$ cat config.mk
export PLATFORM = sky130hd
export DESIGN_NAME = vga_timing_gen_flat
export DESIGN_NICKNAME = d
export VERILOG_FILES = /design/src/rtl/vga_timing_pkg.sv /design/src/rtl/vga_timing_gen_if.sv /design/src/rtl/vga_axis_counter.sv /design/src/rtl/vga_timing_gen.sv /design/src/flat_wrapper.sv
export SDC_FILE = /design/constraint.sdc
export NUM_CORES = 1
export LEC_CHECK = 0
export ABC_AREA = 1
export BUFFER_PORTS_ARGS = -buffer_cell sky130_fd_sc_hd__buf_2
export CORE_UTILIZATION = 45
export CTS_CLUSTER_SIZE = 12
export DETAILED_ROUTE_END_ITERATION = 8
export PLACE_DENSITY = 0.78
export SLEW_MARGIN = 20
export SYNTH_ARGS = -nofsm -noshare
export SYNTH_HDL_FRONTEND = slang
export SYNTH_SLANG_ARGS = --single-unit
$ cat constraint.sdc
create_clock -name clk -period 3.8 [get_ports clk]
set_clock_uncertainty 0.1 [all_clocks]
set_input_delay 0.76 -clock clk [delete_from_list [all_inputs] [get_ports clk]]
set_output_delay 0.76 -clock clk [all_outputs]
set_load 0.005 [all_outputs]
$ cat src/rtl/vga_timing_pkg.sv
// Shared constants and helpers for the VGA raster timing generator.
// Defaults describe 640x480 at 60 Hz on a 25 MHz pixel clock.
package vga_timing_pkg;

  localparam int unsigned DEF_H_DISPLAY = 640;
  localparam int unsigned DEF_H_FRONT   = 16;
  localparam int unsigned DEF_H_SYNC    = 96;
  localparam int unsigned DEF_H_BACK    = 48;
  localparam int unsigned DEF_V_DISPLAY = 480;
  localparam int unsigned DEF_V_FRONT   = 10;
  localparam int unsigned DEF_V_SYNC    = 2;
  localparam int unsigned DEF_V_BACK    = 33;

  localparam bit SYNC_ACTIVE_LOW  = 1'b0;
  localparam bit SYNC_ACTIVE_HIGH = 1'b1;

  // Single-bit outputs that are decoded from the next raster position.
  typedef struct packed {
    logic hsync;
    logic vsync;
    logic video_on;
    logic line_start;
    logic frame_start;
  } vga_flags_t;

  function automatic int unsigned axis_total(input int unsigned display, input int unsigned front,
                                             input int unsigned sync, input int unsigned back);
    return display + front + sync + back;
  endfunction

endpackage

$ cat src/rtl/vga_timing_gen_if.sv
// Raster timing bundle from vga_timing_gen to pixel generators.
interface vga_timing_gen_if #(
  parameter int unsigned COORD_W = 12,
  parameter int unsigned FRAME_W = 8
);

  logic               hsync;
  logic               vsync;
  logic               video_on;
  logic [COORD_W-1:0] pixel_x;
  logic [COORD_W-1:0] pixel_y;
  logic               line_start;
  logic               frame_start;
  logic [FRAME_W-1:0] frame_cnt;

  modport master (
    output hsync, vsync, video_on, pixel_x, pixel_y, line_start, frame_start, frame_cnt
  );

  modport slave (
    input hsync, vsync, video_on, pixel_x, pixel_y, line_start, frame_start, frame_cnt
  );

endinterface

$ cat src/rtl/vga_axis_counter.sv
// Wrapping position counter for one raster axis; resets to its limit so that
// the first advance lands on 0.
module vga_axis_counter #(
  parameter int unsigned Width = 12
) (
  input  logic             clk,
  input  logic             rst,
  input  logic             advance_i,
  input  logic [Width-1:0] limit_i,
  output logic [Width-1:0] count_o,
  output logic [Width-1:0] count_next_o,
  output logic             wrap_o
);

  logic [Width-1:0] count_q, count_d;

  assign wrap_o = advance_i && (count_q == limit_i);

  always_comb begin
    count_d = count_q;
    if (wrap_o) begin
      count_d = '0;
    end else if (advance_i) begin
      count_d = count_q + Width'(1);
    end
  end

  always_ff @(posedge clk or posedge rst) begin
    if (rst) begin
      count_q <= limit_i;
    end else begin
      count_q <= count_d;
    end
  end

  assign count_o      = count_q;
  assign count_next_o = count_d;

endmodule

$ cat src/rtl/vga_timing_gen.sv
// Parametrised VGA raster timing generator. Defining VGA_TIMING_CE_EN adds a
// pix_ce port so the raster advances only on enabled clk edges.
module vga_timing_gen
  import vga_timing_pkg::*;
#(
  parameter int unsigned H_DISPLAY = DEF_H_DISPLAY,
  parameter int unsigned H_FRONT   = DEF_H_FRONT,
  parameter int unsigned H_SYNC    = DEF_H_SYNC,
  parameter int unsigned H_BACK    = DEF_H_BACK,
  parameter int unsigned V_DISPLAY = DEF_V_DISPLAY,
  parameter int unsigned V_FRONT   = DEF_V_FRONT,
  parameter int unsigned V_SYNC    = DEF_V_SYNC,
  parameter int unsigned V_BACK    = DEF_V_BACK,
  parameter bit          H_POL     = SYNC_ACTIVE_LOW,
  parameter bit          V_POL     = SYNC_ACTIVE_LOW,
  parameter int unsigned COORD_W   = 12,
  parameter int unsigned FRAME_W   = 8
) (
  input  logic             clk,
  input  logic             rst,
`ifdef VGA_TIMING_CE_EN
  input  logic             pix_ce,
`endif
  vga_timing_gen_if.master vga
);

  localparam int unsigned HTotal = axis_total(H_DISPLAY, H_FRONT, H_SYNC, H_BACK);
  localparam int unsigned VTotal = axis_total(V_DISPLAY, V_FRONT, V_SYNC, V_BACK);

  localparam int unsigned HSyncStart = H_DISPLAY + H_FRONT;
  localparam int unsigned HSyncEnd   = HSyncStart + H_SYNC;
  localparam int unsigned VSyncStart = V_DISPLAY + V_FRONT;
  localparam int unsigned VSyncEnd   = VSyncStart + V_SYNC;

  localparam logic [COORD_W-1:0] HLimit = COORD_W'(HTotal - 1);
  localparam logic [COORD_W-1:0] VLimit = COORD_W'(VTotal - 1);

  if (COORD_W == 0 || FRAME_W == 0 || H_DISPLAY == 0 || H_SYNC == 0 ||
      V_DISPLAY == 0 || V_SYNC == 0) begin : gen_zero_width_err
    $error("vga_timing_gen: width parameters must be non-zero");
  end

  if (64'(HTotal) > (64'(1) << COORD_W) || 64'(VTotal) > (64'(1) << COORD_W))
  begin : gen_coord_w_err
    $error("vga_timing_gen: H_TOTAL/V_TOTAL do not fit in COORD_W");
  end

  logic advance;
`ifdef VGA_TIMING_CE_EN
  assign advance = pix_ce;
`else
  assign advance = 1'b1;
`endif

  logic [COORD_W-1:0] h_count, h_next;
  logic [COORD_W-1:0] v_count, v_next;
  logic               h_wrap, v_wrap;

  vga_axis_counter #(
    .Width(COORD_W)
  ) u_h_counter (
    .clk         (clk),
    .rst         (rst),
    .advance_i   (advance),
    .limit_i     (HLimit),
    .count_o     (h_count),
    .count_next_o(h_next),
    .wrap_o      (h_wrap)
  );

  // The vertical axis steps once per completed line.
  vga_axis_counter #(
    .Width(COORD_W)
  ) u_v_counter (
    .clk         (clk),
    .rst         (rst),
    .advance_i   (h_wrap),
    .limit_i     (VLimit),
    .count_o     (v_count),
    .count_next_o(v_next),
    .wrap_o      (v_wrap)
  );

  vga_flags_t         flags_q, flags_d;
  logic [FRAME_W-1:0] frame_cnt_q, frame_cnt_d;
  logic               hsync_act, vsync_act;

  // Flags decode the counters' next values so they line up with pixel_x/pixel_y.
  always_comb begin
    flags_d     = flags_q;
    frame_cnt_d = frame_cnt_q;
    hsync_act   = (32'(h_next) >= HSyncStart) && (32'(h_next) < HSyncEnd);
    vsync_act   = (32'(v_next) >= VSyncStart) && (32'(v_next) < VSyncEnd);
    if (advance) begin
      flags_d.hsync       = hsync_act ? H_POL : !H_POL;
      flags_d.vsync       = vsync_act ? V_POL : !V_POL;
      flags_d.video_on    = (32'(h_next) < H_DISPLAY) && (32'(v_next) < V_DISPLAY);
      flags_d.line_start  = (h_next == '0);
      flags_d.frame_start = (h_next == '0) && (v_next == '0);
      if (flags_d.frame_start) begin
        frame_cnt_d = frame_cnt_q + FRAME_W'(1);
      end
    end
  end

  always_ff @(posedge clk or posedge rst) begin
    if (rst) begin
      flags_q.hsync       <= !H_POL;
      flags_q.vsync       <= !V_POL;
      flags_q.video_on    <= 1'b0;
      flags_q.line_start  <= 1'b0;
      flags_q.frame_start <= 1'b0;
      frame_cnt_q         <= '1;
    end else begin
      flags_q     <= flags_d;
      frame_cnt_q <= frame_cnt_d;
    end
  end

  logic unused_v_wrap;
  assign unused_v_wrap = v_wrap;

  assign vga.hsync       = flags_q.hsync;
  assign vga.vsync       = flags_q.vsync;
  assign vga.video_on    = flags_q.video_on;
  assign vga.line_start  = flags_q.line_start;
  assign vga.frame_start = flags_q.frame_start;
  assign vga.pixel_x     = h_count;
  assign vga.pixel_y     = v_count;
  assign vga.frame_cnt   = frame_cnt_q;

endmodule

$ cat src/flat_wrapper.sv
// flat-port wrapper written by rule: the top's interface ports become plain ports
module vga_timing_gen_flat import vga_timing_pkg::*;
#(
  parameter int unsigned H_DISPLAY = DEF_H_DISPLAY,
  parameter int unsigned H_FRONT   = DEF_H_FRONT,
  parameter int unsigned H_SYNC    = DEF_H_SYNC,
  parameter int unsigned H_BACK    = DEF_H_BACK,
  parameter int unsigned V_DISPLAY = DEF_V_DISPLAY,
  parameter int unsigned V_FRONT   = DEF_V_FRONT,
  parameter int unsigned V_SYNC    = DEF_V_SYNC,
  parameter int unsigned V_BACK    = DEF_V_BACK,
  parameter bit          H_POL     = SYNC_ACTIVE_LOW,
  parameter bit          V_POL     = SYNC_ACTIVE_LOW,
  parameter int unsigned COORD_W   = 12,
  parameter int unsigned FRAME_W   = 8
)
  (clk, rst, vga_hsync, vga_vsync, vga_video_on, vga_pixel_x, vga_pixel_y, vga_line_start, vga_frame_start, vga_frame_cnt);
  vga_timing_gen_if #(.COORD_W(COORD_W), .FRAME_W(FRAME_W)) vga_i ();
  input  logic clk;
  input  logic rst;
  output wire logic [$bits(vga_i.hsync)-1:0] vga_hsync;
  output wire logic [$bits(vga_i.vsync)-1:0] vga_vsync;
  output wire logic [$bits(vga_i.video_on)-1:0] vga_video_on;
  output wire logic [$bits(vga_i.pixel_x)-1:0] vga_pixel_x;
  output wire logic [$bits(vga_i.pixel_y)-1:0] vga_pixel_y;
  output wire logic [$bits(vga_i.line_start)-1:0] vga_line_start;
  output wire logic [$bits(vga_i.frame_start)-1:0] vga_frame_start;
  output wire logic [$bits(vga_i.frame_cnt)-1:0] vga_frame_cnt;
  assign vga_hsync = vga_i.hsync;
  assign vga_vsync = vga_i.vsync;
  assign vga_video_on = vga_i.video_on;
  assign vga_pixel_x = vga_i.pixel_x;
  assign vga_pixel_y = vga_i.pixel_y;
  assign vga_line_start = vga_i.line_start;
  assign vga_frame_start = vga_i.frame_start;
  assign vga_frame_cnt = vga_i.frame_cnt;
  vga_timing_gen #(.H_DISPLAY(H_DISPLAY), .H_FRONT(H_FRONT), .H_SYNC(H_SYNC), .H_BACK(H_BACK), .V_DISPLAY(V_DISPLAY), .V_FRONT(V_FRONT), .V_SYNC(V_SYNC), .V_BACK(V_BACK), .H_POL(H_POL), .V_POL(V_POL), .COORD_W(COORD_W), .FRAME_W(FRAME_W)) u_core (.clk(clk), .rst(rst), .vga(vga_i));
endmodule
# == Word-level counts from Yosys, hierarchy flattened ==
# Index checks and enable logic that the tools add are counted.
# op_classes
add_sub_neg,3
mul,0
div_mod_pow,0
order_cmp,6
n_eq_ne,2
shifts,0
n_mux,5
bitwise_logic,0
reduce_logical,7
# op_table
op,count
12-bit two-way mux,3
12-bit by 1-bit adder with 12-bit output (second input constant),2
12-bit by 10-bit equality test with 1-bit output (second input constant),2
12-bit logical NOT,2
12-bit by 10-bit < comparator with 1-bit output (second input constant),2
12-bit by 9-bit < comparator with 1-bit output (second input constant),2
12-bit by 10-bit >= comparator with 1-bit output (second input constant),1
12-bit by 9-bit >= comparator with 1-bit output (second input constant),1
8-bit by 1-bit adder with 8-bit output (second input constant),1
1-bit logical AND,5
1-bit two-way mux,2
# totals
regBits,37
latchBits,0
ram_bits,0
mem_bits_ro,0
in_bits,2
output_inout_bits,37
memories,0

# == Logic depth before layout (Yosys ltp) ==
# Gate-level depths: netlist of run 1.
# logic_depth
ltp_word,6
depth_mapped,15
mapped_depth_nobuf,15

# == Worst setup path before layout of run 1 ==
# Ideal clock, no wire load.
# synth_timing
path_kind,flip-flop to flip-flop
from,reg u_core.u_h_counter.count_q[0] (netlist: u_core.u_h_counter.count_o[0])
to,reg u_core.frame_cnt_q[2] (netlist: u_core.vga.frame_cnt[2])
setup_time_ns,0.076
arrival_time_ns,2.035
t_required_ns,3.624
slack_ns,1.589
stages_incl_launch_ff,13
period_less_slack_ns,2.211
path_cell_list,dfstp_2 ha_1 nand2_4 nor2_8 nand2_4 nor2_8 nand2_1 xor2_1 nand2_2 nor2_8 nand3_4 nand2_1 nand2_1
# synth_between
elab_chain_len,5
elab_cells_between_ends,9
cone_classes,add/sub (1); eq/ne (1); mux (3); reduce/logical (4)
# synth_rtl
element,line,source
"start, declared",vga_axis_counter.sv:15,"logic [Width-1:0] count_q, count_d;"
"start signal, assigned",vga_axis_counter.sv:30,count_q <= limit_i;
"start signal, assigned",vga_axis_counter.sv:32,count_q <= count_d;
branches (longest 4 deep; another with 12-bit by 1-bit adder with 12-bit output),--,
1-bit logical AND *,vga_timing_gen.sv:99,flags_d.frame_start = (h_next == '0) && (v_next == '0);
"end signal, assigned",vga_timing_gen.sv:116,frame_cnt_q <= frame_cnt_d;
"end, declared",vga_timing_gen.sv:85,"logic [FRAME_W-1:0] frame_cnt_q, frame_cnt_d;"
# Mark *: on every way between the ends.
# A chain may end at the register's enable or synchronous reset.

# == Worst setup path after layout of run 1 ==
# layout_timing
from,reg u_core.u_h_counter.count_q[0] (netlist: u_core.u_h_counter.count_o[0])
to,reg u_core.frame_cnt_q[6] (netlist: u_core.vga.frame_cnt[6])
# The elaborated chain is that of the path after synthesis.

==> summary.txt, run 1 <==
Run status
  • Status: completed

Synth
  • FF+latch count, synth: 37
  • Synth area leader: dfstp_2
  • Post-Syn Area per Cell: 7.421 um^2
  • Post-synthesis cell type count: 27
  • Syn_nets: 338
  • Area share of the largest cell type after synthesis: 21.33%
  • Synthesized area: 2464 um^2
  • Top cells by area, synth: dfstp_2 (21%), dfrtp_1 (17%), nand2_1 (15%), inv_1 (7.6%), nor2_1 (5.8%)
  • Register area share after synthesis: 38.60%
  • Syn Inst Count: 332
  • Ys Warns: 0

Detailed routing
  • Drc violations: 0
  • Via/cell ratio: 4.964
  • Drt pass-1 iters: 4
  • DR WL/cell: 12.38 um
  • Starting DRT DRC Count: 201
  • Final wirelength: 5558 um
  • Antenna viol nets, final: 0
  • Vias: 2229

Global route
  • Global-route wire length before repair: 9342 um
  • Most used routing layer: met2
  • GR Layer Usage met2: 33.09%
  • Met3 GRT Util: 4.192%
  • Initial antenna violation count: 0
  • Global-route usage over all layers: 20.02%
  • Largest net degree at the start of global routing: 29
  • Global route overflow: 0
  • Vias in the first global route: 2093
  • Met1 GRT Util: 25.34%

Critical path
  • Critical path's slowest cell: dfstp_2
  • CP max FO: 10
  • Worst path cell trace: ha_1, nand2_4, nor2_8, nand2_4, nor2_8, nand2_1, xor2_1, nand2_2, nor2_8, nand3_4, nand2_1, nand2_1
  • CP arrival: 2.55 ns
  • Setup crit start kind: register
  • Biggest cell delay along the critical path: 0.58 ns
  • CP required: 3.92 ns
  • CP Buf/Inv Count: 0
  • Critical path type: register to register
  • Crit path max-delay family: simple AND/OR/NAND/NOR gates
  • CP Capture Type: register

STA
  • RSZ-0062 raised after global routing: false
  • Crit share post-route: 63.78%
  • Hold Fails Final Rpt: 0
  • Setup TNS: 0 ns
  • Clock period minus worst slack: 2.424 ns
  • Max Freq: 412.6 MHz
  • Setup ws final: 1.376 ns
  • Finish-stage setup viols: 0
  • Max-slew headroom: 60.94%
  • Slew Viols, Final: 0
  • Final hold slack: 0.3850 ns
  • Worst Max-Slew Pin Slew: 0.5851 ns

Job
  • Maxcap violations: 0

Pwr
  • Leakage: 1.606 nW
  • Pwr Total: 763.0 uW
  • IR drop worst, VDD: 116.3 uV
  • Total power per unit cell area: 265.7 nW/um^2

Clocking
  • Clk sinks: 37
  • Root Buffer: clkbuf_8
  • Number of H-tree levels: 2
  • Clock-pin slew on the worst setup and hold paths: 0.08 ns
  • CTS tree: built
  • TritonCTS buffer count: 5
  • # resized after CTS: 0
  • Post-CTS setup buffer count: 0
  • Clock insertion delay at the later pin of the skew report: 0.29 ns
  • Max clock buf depth: 2
  • Hold Buf Count CTS: 0

Place
  • Detailed placement HPWL: 4246 um
  • Post-Place Setup Slack: 1.372 ns
  • IO Port Bufs: 38
  • Placer Congestion: 0.8741

Final layout
  • Share of layout cells above drive strength 1: 27.18%
  • Growth of design area from synthesis to finish: 16.56%
  • Diodes inserted: 0
  • Most frequent cells in the layout: nand2_1 (98), inv_1 (49), nor2_1 (38), buf_2 (38), nand3_1 (25)
  • # nets final: 384
  • Most common cell after layout, fill and taps aside: nand2_1

Floorplan
  • Core ar.: 5205 um^2
  • DIE AREA: 5774 um^2
  • Cell Rows: 26
  • Die Ht: 75.99 um
  • Starting density of the core: 47.33%
  • Die X-Extent: 75.99 um
  • Ports: 39

Worst hold path
  • HP Class: register to register
## power by group
group	internal [mW]	switching, mW
clock network	0.213	0.145
registers	0.395	0
logic	0.00178	0.00773
total	0.610	0.153
## sequential cells by signal (all words and copies together), names as in the netlist
register	flops
u_core.vga.frame_cnt	8
u_core.vga.line_start	1
u_core.u_v_counter.count_o	12
u_core.u_h_counter.count_o	12
u_core.vga.frame_start	1
u_core.vga.vsync	1
u_core.vga.video_on	1
u_core.vga.hsync	1
## layer usage
layer | routed length [um] | up-vias
li1 | - | 1129
met1 | 2525 | 1023
met2 | 2638 | 68
met3 | 326 | 9
met4 | 68 | 0
met5 | 0 | -
## final timing paths
path,start,to,slack [ns],cells past startpoint
min in group asynchronous,rst,u_core.vga.line_start$_DFF_PP0_,0.42,2
worst max register to register,u_core.u_h_counter.count_o[0]$_DFF_PP1_,u_core.vga.frame_cnt[6]$_DFFE_PP1P_,1.38,12
max in group asynchronous,rst,u_core.vga.frame_cnt[6]$_DFFE_PP1P_,2.57,3
worst max-delay path,u_core.u_h_counter.count_o[0]$_DFF_PP1_,u_core.vga.frame_cnt[6]$_DFFE_PP1P_,1.38,12
worst min register to register,u_core.vga.frame_cnt[7]$_DFFE_PP1P_,u_core.vga.frame_cnt[7]$_DFFE_PP1P_,0.38,2
worst min-delay path,u_core.vga.frame_cnt[7]$_DFFE_PP1P_,u_core.vga.frame_cnt[7]$_DFFE_PP1P_,0.38,2
## Yosys cell counts, drive strengths merged
master	count
nor3	8
xor2	9
nand3	32
buf	1
dfrtp	17
inv	50
dfstp	20
o21bai	1
ha	4
nand2	109
nand3b	3
nand4	16
nor2	52
o21ai	3
clkinv	1
a21oi	2
xnor2	3
a21boi	1
## worst reg2reg max path, cell delays in order, from the launching register on
cell	delay (ns)
dfstp_2	0.58
ha_1	0.25
nand2_4	0.12
nor2_8	0.18
nand2_4	0.09
nor2_8	0.14
nand2_1	0.08
xor2_1	0.25
nand2_2	0.14
nor2_8	0.18
nand3_4	0.13
nand2_1	0.08
nand2_1	0.05
## stage by stage
stage / instance area (um^2) / instances / util (%)
6_report: 2872 / 449 / 55.17
5_1_grt: 2872 / 449 / 55.17
4_1_cts: 2872 / 449 / 55.17
3_5_place_dp: 2751 / 441 / 52.86
3_3_place_gp: 2751 / 441 / 52.86
2_1_floorplan: 2464 / 332 / -
## logic make-up after synthesis
family | synth area share [%]
xor gates and xnor gates | 4.266
and+or+nand+nor | 45.35
buffers and inverters | 7.973
AOI/OAI and AO/OA | 1.777
DFF | 38.60
adders and majority gates | 2.032
## layout make-up
cell class	count	area (um^2)
multi-input combinational	243	1316
clock buffer	6	82.58
fill	498	2333
sequential	37	950.9
tap	70	87.58
clock inverter	2	37.54
timing repair buffer	40	205.2
inverter	51	191.4
No activity file was read; power rests on OpenSTA's default activity.
==> run 2, diff against run 1 <==
PLACE_DENSITY = 0.8   (was 0.78)
clock period = 2 ns   (was 3.8 ns; I/O delays follow)
==> run 2 against run 1 <==
Compared with the run above: the run now ends with negative setup slack left; register-to-register slack worse by 1.7 ns; worst setup slack worse by 1.7 ns; sequential power is 90% higher; global-route usage is 7.7 points higher; sequential share of layout area is 6.6 points lower; non-clock buffer count is 65 higher; clock power is 89% higher; maximum frequency is 3.1% higher; largest power group unchanged; highest routed layer unchanged.
==> summary.txt, run 2 (same netlist as run 1, synthesis figures left out) <==
Critical path
  • Top cell by count, worst path: nor2_4
  • Worst path cell trace: ha_4, nand2_4, nor2_4, nand3_2, nor2_4, nor2_2, nor2_2, nand3b_1, nor2_4, buf_4, nand4_1, nand2_1
  • Critical path's slowest cell: dfstp_2
  • Biggest cell delay along the critical path: 0.57 ns
  • Critical path type: register to register
  • R2r setup slk: -0.35 ns
  • CP max FO: 6
  • Setup crit start kind: register
  • CP arrival: 2.48 ns
  • CP Buf/Inv Count: 1
  • CP required: 2.13 ns
  • CP Capture Type: register
  • Crit path max-delay family: simple AND/OR/NAND/NOR gates

Detailed routing
  • DR WL/cell: 15.78 um
  • Final wirelength: 8144 um
  • Via/cell ratio: 5.442
  • Vias: 2808
  • Starting DRT DRC Count: 347
  • Drc violations: 0
  • Wire length on met2: 4010 um
  • Drt pass-1 iters: 6
  • Antenna viol nets, final: 0
  • WL met1: 3163 um
  • Routed wl met3: 626 um
  • Top Metal Used: met4

Pwr
  • Total power per unit cell area: 402.4 nW/um^2
  • IR drop worst, VDD: 289.0 uV
  • Leakage: 1.979 nW

Clocking
  • TritonCTS buffer count: 5
  • Root Buffer: clkbuf_8
  • CTS tree: built
  • Number of H-tree levels: 2
  • Hold Buf Count CTS: 0
  • Clock-pin slew on the worst setup and hold paths: 0.09 ns
  • Clock insertion delay at the later pin of the skew report: 0.30 ns
  • Max clock buf depth: 2
  • Clk sinks: 37

Global route
  • Global-route usage over all layers: 27.69%
  • Largest net degree at the start of global routing: 38
  • Global route overflow: 0
  • Global-route wire length before repair: 12760 um
  • Vias in the first global route: 2695
  • Initial antenna violation count: 0

Final layout
  • Most frequent cells in the layout: nand2_1 (90), buf_4 (65), inv_1 (48)
  • # nets final: 451
  • Diodes inserted: 0
  • Design area: 3588 um^2
  • Growth of design area from synthesis to finish: 45.66%
  • Most common cell after layout, fill and taps aside: nand2_1
  • Share of layout cells above drive strength 1: 45.29%

STA
  • Final hold slack: 0.1024 ns
  • RSZ-0062 raised after global routing: true
  • Max Freq: 425.5 MHz
  • Slew Viols, Final: 0
  • Crit share post-route: 117.5%
  • Hold Fails Final Rpt: 0
  • Setup ws final: -0.3504 ns
  • Max-slew headroom: 67.45%
  • Clock period minus worst slack: 2.350 ns
  • Worst Max-Slew Pin Slew: 0.4883 ns
  • Finish-stage setup viols: 12

Worst hold path
  • HP Class: input pin to asynchronous set/reset pin

Place
  • Placed instance area: 3179 um^2
  • Placer Congestion: 0.8956
  • Detailed placement HPWL: 4913 um
  • Post-Place Setup Slack: -0.2000 ns
  • IO Port Bufs: 38

Run status
  • Failing checks: negative setup slack
  • Status: finished with violations

Floorplan
  • DIE AREA: 5774 um^2
  • Cell Rows: 26
  • Die X-Extent: 75.99 um
  • Ports: 39
  • Core ar.: 5205 um^2
  • Starting density of the core: 47.33%
  • Die Ht: 75.99 um

Job
  • Maxcap violations: 0
==> run 2: cell count changes in the layout (fill, tap and decap cells not counted), moves of 3 or more <==
cell | previous run | this run
nand3_1 | 25 | 20
nor2_4 | 3 | 6
nand3_4 | 1 | 4
nand2_1 | 98 | 90
nor2_1 | 38 | 28
nor3_1 | 7 | 4
buf_4 | 2 | 65
nand2_4 | 2 | 9
nor2_2 | 7 | 16
==> run 2: repair_timing <==
action                                  4_1_cts  5_1_grt
pin swaps                                    13        9
resized for setup                            31       17
buffers inserted                              5        6
endpoints found under the setup margin       12       13
gates cloned                                  2        0
==> run 2: area by class of cell <==
class | instances | area, um^2
clock buffer | 5 | 68.82
clock inverter | 3 | 46.29
fill | 385 | 1617
inverter | 51 | 191.4
multi-input combinational | 245 | 1543
sequential | 37 | 950.9
tap | 70 | 87.58
timing repair buffer | 105 | 700.7
==> run 2: layer usage <==
metal,GRT usage [%],vias up
met2,48.91,178
met1,34.18,1318
li1,-,1269
met4,8.846,0
met3,5.030,43
met5,0,-
==> run 2: report_power, final <==
group | switching [mW] | internal [mW]
registers | 0 | 0.750
clock network | 0.303 | 0.374
logic | 0.0150 | 0.00212
==> run 2: worst reg2reg max path, cell delays in order, from the launching register on <==
cell,delay [ns]
dfstp_2,0.57
ha_4,0.15
nand2_4,0.08
nor2_4,0.14
nand3_2,0.10
nor2_4,0.19
nor2_2,0.07
nor2_2,0.14
nand3b_1,0.15
nor2_4,0.24
buf_4,0.16
nand4_1,0.10
nand2_1,0.09
==> run 2: per-stage QoR <==
| stage | setup TNS (ns) | utilization [%] | instances | power (mW) |
|---|---|---|---|---|
| floorplan | -0.7114 | - | 332 | 0.7734 |
| global route | -4.440 | 68.94 | 516 | 1.469 |
| CTS | -1.568 | 66.85 | 510 | 1.434 |
| global placement | -1.302 | 61.08 | 495 | 0.7800 |
| detailed placement | -1.926 | 61.08 | 495 | 0.7805 |
| finish | -3.212 | 68.94 | 516 | 1.444 |
==> run 2: path summary, 6_finish.rpt <==
check / from / endpoint / depth (start not counted)
worst max-delay path: u_core.u_h_counter.count_o[1]$_DFF_PP1_ / u_core.vga.frame_cnt[4]$_DFFE_PP1P_ / 12
worst min-delay path: rst / u_core.u_h_counter.count_o[5]$_DFF_PP0_ / 3
worst max register to register: u_core.u_h_counter.count_o[1]$_DFF_PP1_ / u_core.vga.frame_cnt[4]$_DFFE_PP1P_ / 12
worst min register to register: u_core.vga.frame_cnt[7]$_DFFE_PP1P_ / u_core.vga.frame_cnt[7]$_DFFE_PP1P_ / 2
max in group asynchronous: rst / u_core.vga.vsync$_DFF_PP1_ / 3
min in group clk: u_core.vga.frame_cnt[7]$_DFFE_PP1P_ / u_core.vga.frame_cnt[7]$_DFFE_PP1P_ / 2
==> run 3, diff against run 2 <==
CORE_MARGIN = 10   (was unset)
PLACE_DENSITY = 0.78   (was 0.8)
clock period = 2.5 ns   (was 2 ns; I/O delays follow)
==> run 3 against run 2 <==
Compared with the run above: the flow now finishes without violations; critical path depth unchanged; via count fell by 19%; largest power group unchanged; wire length is 27% lower; register-to-register slack gained 0.49 ns; design area fell by 19%; die area up 53%; highest routed layer unchanged; clock power down 22%; maximum frequency decreased by 0.27%; sequential power down 20%; sequential share of layout area increased by 6.1 points.
==> summary.txt, run 3 (same netlist as run 1, synthesis figures left out) <==
Run status
  • Status: completed

Pwr
  • Leakage: 1.630 nW
  • NetSw: 243.4 uW
  • Internal power: 900.5 uW
  • Clock share of power: 46.4%
  • Reg power frac: 52.4%
  • IR drop worst, VDD: 166.4 uV
  • Total power per unit cell area: 391.7 nW/um^2
  • Comb power frac: 1.1%
  • Pwr Total: 1.144 mW
  • Sw frac: 21.28%

Global route
  • Vias in the first global route: 2225
  • Largest net degree at the start of global routing: 38
  • Global-route wire length before repair: 10140 um
  • Global route overflow: 0
  • Global-route usage over all layers: 14.02%
  • Initial antenna violation count: 0

Critical path
  • CP Capture Type: register
  • Critical path's slowest cell: dfstp_2
  • R2r setup slk: 0.14 ns
  • CP Depth: 12
  • Crit path max-delay family: simple AND/OR/NAND/NOR gates
  • Biggest cell delay along the critical path: 0.60 ns
  • Setup crit start kind: register
  • Critical path type: register to register
  • Worst path cell trace: ha_4, nand2_4, nor2_4, nand3_2, nor2_4, nor2_2, nor2_2, nand3b_1, nor2_4, nand3_4, nand2_1, nand2_1
  • FF-to-FF End: u_core.vga.frame_cnt[5]$_DFFE_PP1P_
  • End of the critical path: u_core.vga.frame_cnt[5]$_DFFE_PP1P_
  • CP max FO: 8
  • Reg2Reg Launch Point: u_core.u_h_counter.count_o[0]$_DFF_PP1_
  • CP Buf/Inv Count: 0
  • Worst reg2reg path depth: 12
  • Critical Path Source: u_core.u_h_counter.count_o[0]$_DFF_PP1_
  • CP arrival: 2.48 ns
  • CP required: 2.63 ns
  • Top cell by count, worst path: nor2_4

STA
  • Max-slew headroom: 69.90%
  • Slew Viols, Final: 0
  • Final hold slack: 0.1886 ns
  • Hold Fails Final Rpt: 0
  • Finish-stage setup viols: 0
  • Clock period minus worst slack: 2.357 ns
  • Crit share post-route: 94.27%
  • Max Freq: 424.3 MHz
  • Setup ws final: 0.1432 ns
  • Setup TNS: 0 ns
  • Worst Max-Slew Pin Slew: 0.4515 ns

Worst hold path
  • HP Class: input pin to asynchronous set/reset pin

Detailed routing
  • Drt pass-1 iters: 4
  • Antenna viol nets, final: 0
  • Drc violations: 0
  • Via/cell ratio: 4.996
  • Vias: 2268
  • Top Metal Used: met4
  • WL met1: 2561 um
  • DR WL/cell: 13.08 um
  • Routed wl met3: 421 um
  • Final wirelength: 5939 um
  • Starting DRT DRC Count: 166
  • Wire length on met2: 2847 um

Floorplan
  • Core ar.: 5205 um^2
  • Cell Rows: 26
  • Ports: 39
  • Die X-Extent: 93.99 um
  • Die Ht: 93.99 um
  • DIE AREA: 8834 um^2
  • Starting density of the core: 47.33%

Clocking
  • CTS tree: built
  • TritonCTS buffer count: 5
  • Root Buffer: clkbuf_8
  • Number of H-tree levels: 2
  • Hold Buf Count CTS: 0
  • Clk sinks: 37
  • Max clock buf depth: 2
  • Clock insertion delay at the later pin of the skew report: 0.30 ns
  • Clock-pin slew on the worst setup and hold paths: 0.09 ns

Final layout
  • Growth of design area from synthesis to finish: 18.54%
  • Share of layout cells above drive strength 1: 28.39%
  • Fin cells: 454
  • Diodes inserted: 0
  • Util after Layout: 56.11%
  • Most common cell after layout, fill and taps aside: nand2_1
  • Most frequent cells in the layout: nand2_1 (98), inv_1 (50), nor2_1 (38), buf_2 (38), nand3_1 (25)
  • # nets final: 389
  • Design area: 2920 um^2

Place
  • Placer Congestion: 0.9082
  • IO Port Bufs: 38
  • Dpl cells: 440
  • Placed instance area: 2744 um^2
  • Detailed placement HPWL: 4555 um
  • Post-Place Setup Slack: 0.08713 ns

Job
  • Maxcap violations: 0
-- run 3: what timing repair did --
item	in CTS	in global routing
setup endpoints to repair	0	10
hold endpoints to repair	0	0
resized for setup	0	3
setup buffers	0	5
-- run 3: final cells by class --
| class | count | area [um^2] |
|---|---|---|
| fill | 511 | 2285 |
| multi-input combinational | 244 | 1343 |
| clock inverter | 3 | 43.79 |
| tap | 70 | 87.58 |
| clock buffer | 5 | 68.82 |
| timing repair buffer | 44 | 235.2 |
| sequential | 37 | 950.9 |
| inverter | 51 | 191.4 |
-- run 3: power groups by stage --
stage               Clock (mW)  Combinational (mW)  Sequential (mW)
floorplan                    0             0.00854            0.610
global placement             0              0.0138            0.610
detailed placement           0              0.0141            0.610
CTS                      0.540              0.0140            0.600
global route             0.572              0.0158            0.600
finish                   0.531              0.0128            0.600
-- run 3: how the worst min path moves through the flow --
stage,from,to,slack (ns)
2_1_floorplan,u_core.vga.frame_cnt[7]$_DFFE_PP1P_,u_core.vga.frame_cnt[7]$_DFFE_PP1P_,0.37
3_3_place_gp,u_core.vga.frame_cnt[7]$_DFFE_PP1P_,u_core.vga.frame_cnt[7]$_DFFE_PP1P_,0.37
3_5_place_dp,u_core.vga.frame_cnt[1]$_DFFE_PP1P_,u_core.vga.frame_cnt[1]$_DFFE_PP1P_,0.38
4_1_cts,rst,u_core.u_h_counter.count_o[5]$_DFF_PP0_,0.21
5_1_grt,rst,u_core.u_h_counter.count_o[10]$_DFF_PP0_,0.24
6_report,rst,u_core.u_h_counter.count_o[5]$_DFF_PP0_,0.19
-- run 3: tightest hold or removal path: stages --
cell,delay (ns)
buf_2,0.09
inv_1,0.04
buf_4,0.39
-- run 3: per-layer routing --
layer  GRT usage [%]  vias to the layer above
met2           22.81                       73
met4           5.063                        0
li1                -                     1149
met5               0                        -
met3           4.317                       12
met1           17.00                     1034
